==> src/rtl/rect_plotter.sv <==
// rect_plotter: scans a rectangle in row-major order and emits one pixel per
// clock to the VGA adapter write port. Colour comes from a solid fill or from
// a synchronous colour ROM addressed by the linear pixel index.
//
//   state   | meaning
//   S_IDLE  | waiting for start; request inputs latched on acceptance
//   S_RUN   | issuing pixel index idx (one per cycle)
//   S_DRAIN | two cycles for the ROM/output pipeline to empty
//   S_DONE  | one-cycle done pulse, then back to idle
module rect_plotter #(
  parameter int X_W      = 8,
  parameter int Y_W      = 7,
  parameter int ADDR_W   = 15,
  parameter int COLOUR_W = 3,
  parameter int SCREEN_W = 160,
  parameter int SCREEN_H = 120
) (
  input  logic                clock_50_i,
  input  logic                reset_i,
  input  logic                start_i,
  input  logic                src_rom_i,
  input  logic [X_W-1:0]      x0_i,
  input  logic [Y_W-1:0]      y0_i,
  input  logic [X_W:0]        w_i,
  input  logic [Y_W:0]        h_i,
  input  logic [COLOUR_W-1:0] fill_colour_i,
  output logic [ADDR_W-1:0]   rom_addr_o,
  input  logic [COLOUR_W-1:0] rom_data_i,
  output logic                busy_o,
  output logic                done_o,
  output logic [X_W-1:0]      x_o,
  output logic [Y_W-1:0]      y_o,
  output logic [COLOUR_W-1:0] colour_o,
  output logic                plot_o
);

  typedef enum logic [1:0] {S_IDLE, S_RUN, S_DRAIN, S_DONE} state_t;

  localparam logic [X_W:0] SCREEN_W_L = (X_W+1)'(SCREEN_W);
  localparam logic [Y_W:0] SCREEN_H_L = (Y_W+1)'(SCREEN_H);

  state_t              state_q;
  logic                busy_q, done_q, drain_q;
  logic                src_rom_q;
  logic [X_W-1:0]      x0_q, cx_q;
  logic [Y_W-1:0]      y0_q, cy_q;
  logic [X_W:0]        w_q;
  logic [Y_W:0]        h_q;
  logic [COLOUR_W-1:0] fill_q;
  logic [ADDR_W-1:0]   idx_q;

  logic                s1_valid_q, s1_in_q;
  logic [X_W-1:0]      s1_x_q;
  logic [Y_W-1:0]      s1_y_q;
  logic                plot_q;
  logic [X_W-1:0]      x_q;
  logic [Y_W-1:0]      y_q;
  logic [COLOUR_W-1:0] colour_q;

  logic [X_W:0]        x_sum_d;
  logic [Y_W:0]        y_sum_d;
  logic                last_col_d, last_row_d;

  // Coordinate sums kept one bit wider so off-screen pixels are detected, not wrapped.
  always_comb begin
    x_sum_d    = {1'b0, x0_q} + {1'b0, cx_q};
    y_sum_d    = {1'b0, y0_q} + {1'b0, cy_q};
    last_col_d = ({1'b0, cx_q} == (w_q - 1'b1));
    last_row_d = ({1'b0, cy_q} == (h_q - 1'b1));
  end

  // Control FSM: request latch, scan counters, busy/done flags.
  always_ff @(posedge clock_50_i) begin
    if (reset_i) begin
      state_q   <= S_IDLE;
      busy_q    <= 1'b0;
      done_q    <= 1'b0;
      drain_q   <= 1'b0;
      src_rom_q <= 1'b0;
      x0_q      <= '0;
      y0_q      <= '0;
      w_q       <= '0;
      h_q       <= '0;
      fill_q    <= '0;
      cx_q      <= '0;
      cy_q      <= '0;
      idx_q     <= '0;
    end else begin
      done_q <= 1'b0;
      case (state_q)
        S_IDLE: begin
          if (start_i) begin
            src_rom_q <= src_rom_i;
            x0_q      <= x0_i;
            y0_q      <= y0_i;
            w_q       <= w_i;
            h_q       <= h_i;
            fill_q    <= fill_colour_i;
            cx_q      <= '0;
            cy_q      <= '0;
            idx_q     <= '0;
            busy_q    <= 1'b1;
            if (w_i == '0 || h_i == '0) begin
              state_q <= S_DONE;
              done_q  <= 1'b1;
            end else begin
              state_q <= S_RUN;
            end
          end
        end
        S_RUN: begin
          if (last_col_d) begin
            cx_q <= '0;
            if (last_row_d) begin
              state_q <= S_DRAIN;
              drain_q <= 1'b0;
            end else begin
              cy_q <= cy_q + 1'b1;
            end
          end else begin
            cx_q <= cx_q + 1'b1;
          end
          // idx stays on the final address so rom_addr shows N-1 after the scan.
          if (!(last_col_d && last_row_d)) idx_q <= idx_q + 1'b1;
        end
        S_DRAIN: begin
          if (drain_q) begin
            state_q <= S_DONE;
            done_q  <= 1'b1;
          end else begin
            drain_q <= 1'b1;
          end
        end
        S_DONE: begin
          state_q <= S_IDLE;
          busy_q  <= 1'b0;
        end
        default: state_q <= S_IDLE;
      endcase
    end
  end

  // Two-stage output pipeline aligned with the one-cycle ROM latency.
  always_ff @(posedge clock_50_i) begin
    if (reset_i) begin
      s1_valid_q <= 1'b0;
      s1_in_q    <= 1'b0;
      s1_x_q     <= '0;
      s1_y_q     <= '0;
      plot_q     <= 1'b0;
      x_q        <= '0;
      y_q        <= '0;
      colour_q   <= '0;
    end else begin
      s1_valid_q <= (state_q == S_RUN);
      s1_in_q    <= (x_sum_d < SCREEN_W_L) && (y_sum_d < SCREEN_H_L);
      s1_x_q     <= x_sum_d[X_W-1:0];
      s1_y_q     <= y_sum_d[Y_W-1:0];
      plot_q     <= s1_valid_q && s1_in_q;
      x_q        <= s1_x_q;
      y_q        <= s1_y_q;
      colour_q   <= src_rom_q ? rom_data_i : fill_q;
    end
  end

  assign rom_addr_o = idx_q;
  assign busy_o     = busy_q;
  assign done_o     = done_q;
  assign x_o        = x_q;
  assign y_o        = y_q;
  assign colour_o   = colour_q;
  assign plot_o     = plot_q;

endmodule

==> config.mk <==
export PLATFORM = sky130hd
export DESIGN_NAME = rect_plotter
export DESIGN_NICKNAME = d
export VERILOG_FILES = /design/src/rtl/rect_plotter.sv
export SDC_FILE = /design/constraint.sdc
export NUM_CORES = 1
export LEC_CHECK = 0
export CAP_MARGIN = 15
export CORE_MARGIN = 1.5
export CORE_UTILIZATION = 49
export CTS_CLUSTER_DIAMETER = 100
export DETAILED_ROUTE_END_ITERATION = 10
export GPL_TIMING_DRIVEN = 0
export HOLD_SLACK_MARGIN = 0.1
export PLACE_DENSITY = 0.76
export SETUP_SLACK_MARGIN = 0.2
export SLEW_MARGIN = 20
export SYNTH_ARGS = -nofsm -noshare
export SYNTH_HDL_FRONTEND = slang
export SYNTH_SLANG_ARGS = --single-unit
==> constraint.sdc <==
create_clock -name clock_50_i -period 2.6 [get_ports clock_50_i]
set_input_delay 0.39 -clock clock_50_i [delete_from_list [all_inputs] [get_ports clock_50_i]]
set_output_delay 0.39 -clock clock_50_i [all_outputs]
set_load 0.01 [all_outputs]
==> results of run 1 <==
metal layers:
layer / part of all wire [%] / wire length [um] / up-vias
met2: 49 / 6380 / 168
met1: 43 / 5610 / 2174
met5: 0 / 0 / -
met4: 2.0 / 257 / 0
met3: 5.4 / 698 / 25
li1: - / - / 2282
critical path, stage by stage, from the launching register on:
cell and delay [ns]:
dfxtp_2 0.33, buf_6 0.12, buf_4 0.13, nor2_4 0.18, nand3_2 0.12, nor4b_4 0.30, a211oi_4 0.12, o31a_1 0.40
buf_6 0.17, or4_4 0.41, a21oi_2 0.13
flip-flops by register name, indices dropped and copies added (netlist names), 2 cells and up:
register	count
rom_addr_o	15
w_q	9
cx_q	8
h_q	8
s1_x_q	8
x0_q	8
x_o	8
cy_q	7
s1_y_q	7
y0_q	7
y_o	7
colour_o	3
fill_q	3
state_q	2
path summary, 6_finish.rpt:
check | startpoint | endpoint | slack (ns)
max | w_q[0]$_SDFFE_PP0P_ | cy_q[3]$_SDFFE_PP0P_ | 0.14
min | s1_y_q[1]$_SDFF_PP0_ | y_o[1]$_SDFF_PP0_ | 0.43
max reg2reg | w_q[0]$_SDFFE_PP0P_ | cy_q[3]$_SDFFE_PP0P_ | 0.14
min reg2reg | s1_y_q[1]$_SDFF_PP0_ | y_o[1]$_SDFF_PP0_ | 0.43
placed cells by master (no fill, tap or decap), drive strengths merged, types with 7 or more instances in the layout:
cell,Yosys,routed
or3,9,9
xor2,14,14
nand4,13,13
nand3,11,11
nor3,11,12
buf,8,31
o31ai,11,11
a21oi,69,69
or4,9,9
nor2,35,35
nand2,93,93
dfxtp,107,107
inv,22,24
ha,24,24
a21o,7,7
clkdlybuf4s50,0,76
clkbuf,16,28
o21ai,18,18
xnor2,20,20
nor2b,23,23
power by group through the flow:
| stage | Combinational, mW | Clock, mW | Sequential, mW |
|---|---|---|---|
| final | 1.94 | 1.09 | 2.02 |
| after global routing | 2.10 | 1.17 | 2.04 |
| after CTS | 1.76 | 1.10 | 2.00 |
| after detailed placement | 1.60 | 0 | 2.04 |
| after global placement | 1.55 | 0 | 2.03 |
| after floorplan | 1.16 | 0 | 2.01 |
through the flow:
stage / total power [mW] / util (%) / worst slack, ns / setup TNS [ns]
after global routing: 5.32 / 65.8 / 0.0248 / 0
after floorplan: 3.17 / - / 0.223 / 0
final: 5.04 / 65.8 / 0.138 / 0
after CTS: 4.86 / 64.0 / 0.149 / 0
after global placement: 3.57 / 59.6 / -0.125 / -0.623
after detailed placement: 3.64 / 59.6 / -0.191 / -1.40
cells by family after synthesis:
family,synth area share [%]
AND/OR/NAND/NOR,23.5
flip-flops,41.5
buffers and inverters,4.26
XOR/XNOR,5.77
AO/OA/AOI/OAI,17.6
multiplexers,0.799
adder cells (fa/ha/maj),6.59
area by class of cell:
class / count / share of cell area (%)
Multi-Input combinational cell: 435 / 45.0
Sequential cell: 107 / 32.0
Timing Repair Buffer: 99 / 14.0
Tap cell: 136 / 2.52
Clock buffer: 12 / 2.29
Buffer: 25 / 2.16
Inverter: 22 / 1.26
Clock inverter: 4 / 0.814
repair_timing:
item,4_1_cts,5_1_grt
setup buffers,18,5
resized for setup,34,35
pin swaps,29,15
gates cloned,0,1
setup endpoints to repair,25,33
cells in the mapped netlist (2+ instances only):
cell	count	area, um^2
a21boi_0	2	15.0
a21o_1	7	52.6
a21oi_1	69	345
a31oi_1	2	12.5
and2_1	3	18.8
and3_1	3	18.8
buf_1	3	11.3
buf_6	3	33.8
clkbuf_1	15	56.3
dfxtp_1	107	2140
fa_1	2	40.0
ha_1	24	300
inv_1	22	82.6
mux2i_1	3	30.0
nand2_1	93	349
nand2b_1	4	25.0
nand3_1	10	50.1
nand4_1	12	75.1
nand4b_1	2	17.5
nor2_1	33	124
nor2_2	2	12.5
nor2b_1	23	144
nor3_1	6	30.0
nor3_2	3	30.0
nor3_4	2	32.5
nor3b_1	2	15.0
nor4_1	4	25.0
o2111ai_1	2	17.5
o211a_1	2	20.0
o21a_1	4	30.0
o21ai_0	15	75.1
o21ai_1	3	15.0
o21bai_1	4	30.0
o31a_1	2	17.5
o31ai_1	9	67.6
o31ai_2	2	25.0
o41ai_1	2	17.5
or3_1	9	56.3
or4_1	9	67.6
or4b_1	2	20.0
xnor2_1	20	175
xor2_1	14	123
==> metrics.md, run 1 <==
| Metric | Value |
|---|---|
| R2R depth | `10` |
| Post-DRT Antenna Nets | `0` |
| Fin. max-slew vios | `0` |
| Outcome | `finished clean` |
| Reg power frac | `40.0%` |
| Root Driver | `clkbuf_8` |
| Fin. Hold Viols | `0` |
| Syn Nets | `656` |
| Pint | `3.17 mW` |
| Dpl cell area | `6130 um^2` |
| Tmin final | `2.46 ns` |
| Hold buffers post-CTS | `0` |
| Critical Path Start Type | `flop` |
| Worst slew margin | `40.2%` |
| Routed Wire Length | `12.9 mm` |
| Clock sink count | `107` |
| WP data arrival | `2.79 ns` |
| Clock skew | `0.0163 ns` |
| Top Ports | `78` |
| Met2 usage | `39.7%` |
| Cell Rows | `37` |
| FMAX | `406 MHz` |
| Worst-Margin Slew | `0.897 ns` |
| Vias per inst | `5.53` |
| GR Layer Usage met1 | `28.6%` |
| GR Util met3 | `3.59%` |
| Async S/R FF share, synth | `0%` |
| Die Width | `106 um` |
| Max clock buf depth | `2` |
| Synthesized instance count | `588` |
| Leak Pwr | `2.58 nW` |
| DR WL/cell | `15.4 um` |
| Register bit total from synthesis | `107` |
| Final Cycle Share | `94.7%` |
| Peak VDD IR | `392 uV` |
| Clock latency on the worst-skew pair | `0.38 ns` |
| Setup violations, final | `0` |
| H-tree Lvls | `3` |
| Synth warn | `0` |
| RSZ-0062 raised after global routing | `true` |
| Core Box Area | `10300 um^2` |
| EDFF count, synth | `0` |
| Area delta synth->final | `30.9%` |
| Distinct cells, synth | `70` |
| Combinational Power Share | `38.4%` |
| TritonCTS clock tree | `built` |
| Largest net degree at the start of global routing | `18` |
| Hold Path Cell Cnt | `1` |
| Detailed Route Iter0 Violations | `349` |
| Ant. Diodes | `0` |
| CP endpoint kind | `flop` |
| Total grt overflow | `0` |
| HPWL after detailed placement | `9.01 mm` |
| GRT busiest layer | `met2` |
| Min-delay worst type | `reg -> reg` |
| CP Data Required Time | `2.92 ns` |
| Fill count | `851` |
| Reg area | `2160 um^2` |
| Final layout net count | `767` |
| Fin area | `6760 um^2` |
| Power per cell area | `746 nW/um^2` |
| DRT Pass-1 Iters | `6` |
| Max Cap Viol | `0` |
| Multi-input gate area | `3050 um^2` |
| TritonCTS buffer count | `9` |
| Maximum fanout along the worst path | `8` |
| Clock group share of total power | `21.7%` |
| Setup Crit Path Kind | `reg -> reg` |
| Synth Area per Inst | `8.78 um^2` |
| Reg clk slew, reported paths | `0.11 ns` |
| Die area | `11200 um^2` |
| Commonest register cell after synthesis | `dfxtp_1` |
| Proportion of layout cells with a drive suffix above 1 | `15.3%` |
| Post-synth design cell area | `5160 um^2` |
| DRC violations left | `0` |
| Starting Density | `50.3%` |
| Total track usage | `22.9%` |
| Vias | `4649` |
| Initial antenna violation count | `0` |
| Switching power | `1.87 mW` |
| Inst Count DP | `800` |
| Vias in the first global route | `4358` |
| Die height | `106 um` |
| # port buffers | `76` |
| Register area share after synthesis | `41.5%` |
| Hold slack | `0.427 ns` |
| First-pass GRT wire length | `20.5 mm` |
| Gpl congestion | `0.887` |
| Sw Ratio | `37.1%` |
| Non-filler cells, final | `840` |
Note: power is estimated with default switching activity, not from simulation.
==> run 2, diff against run 1 <==
--- a/config.mk
+++ b/config.mk
@@ -7,3 +7,2 @@
 export LEC_CHECK = 0
-export CAP_MARGIN = 15
 export CORE_MARGIN = 1.5
--- a/constraint.sdc
+++ b/constraint.sdc
@@ -3,2 +3,2 @@
 set_output_delay 0.39 -clock clock_50_i [all_outputs]
-set_load 0.01 [all_outputs]
+set_load 0.02 [all_outputs]
==> results of run 2 <==
Same layout as run 1 (identical final DEF). Status: finished clean.
Among the figures that moved: total power 5.04 mW -> 5.07 mW
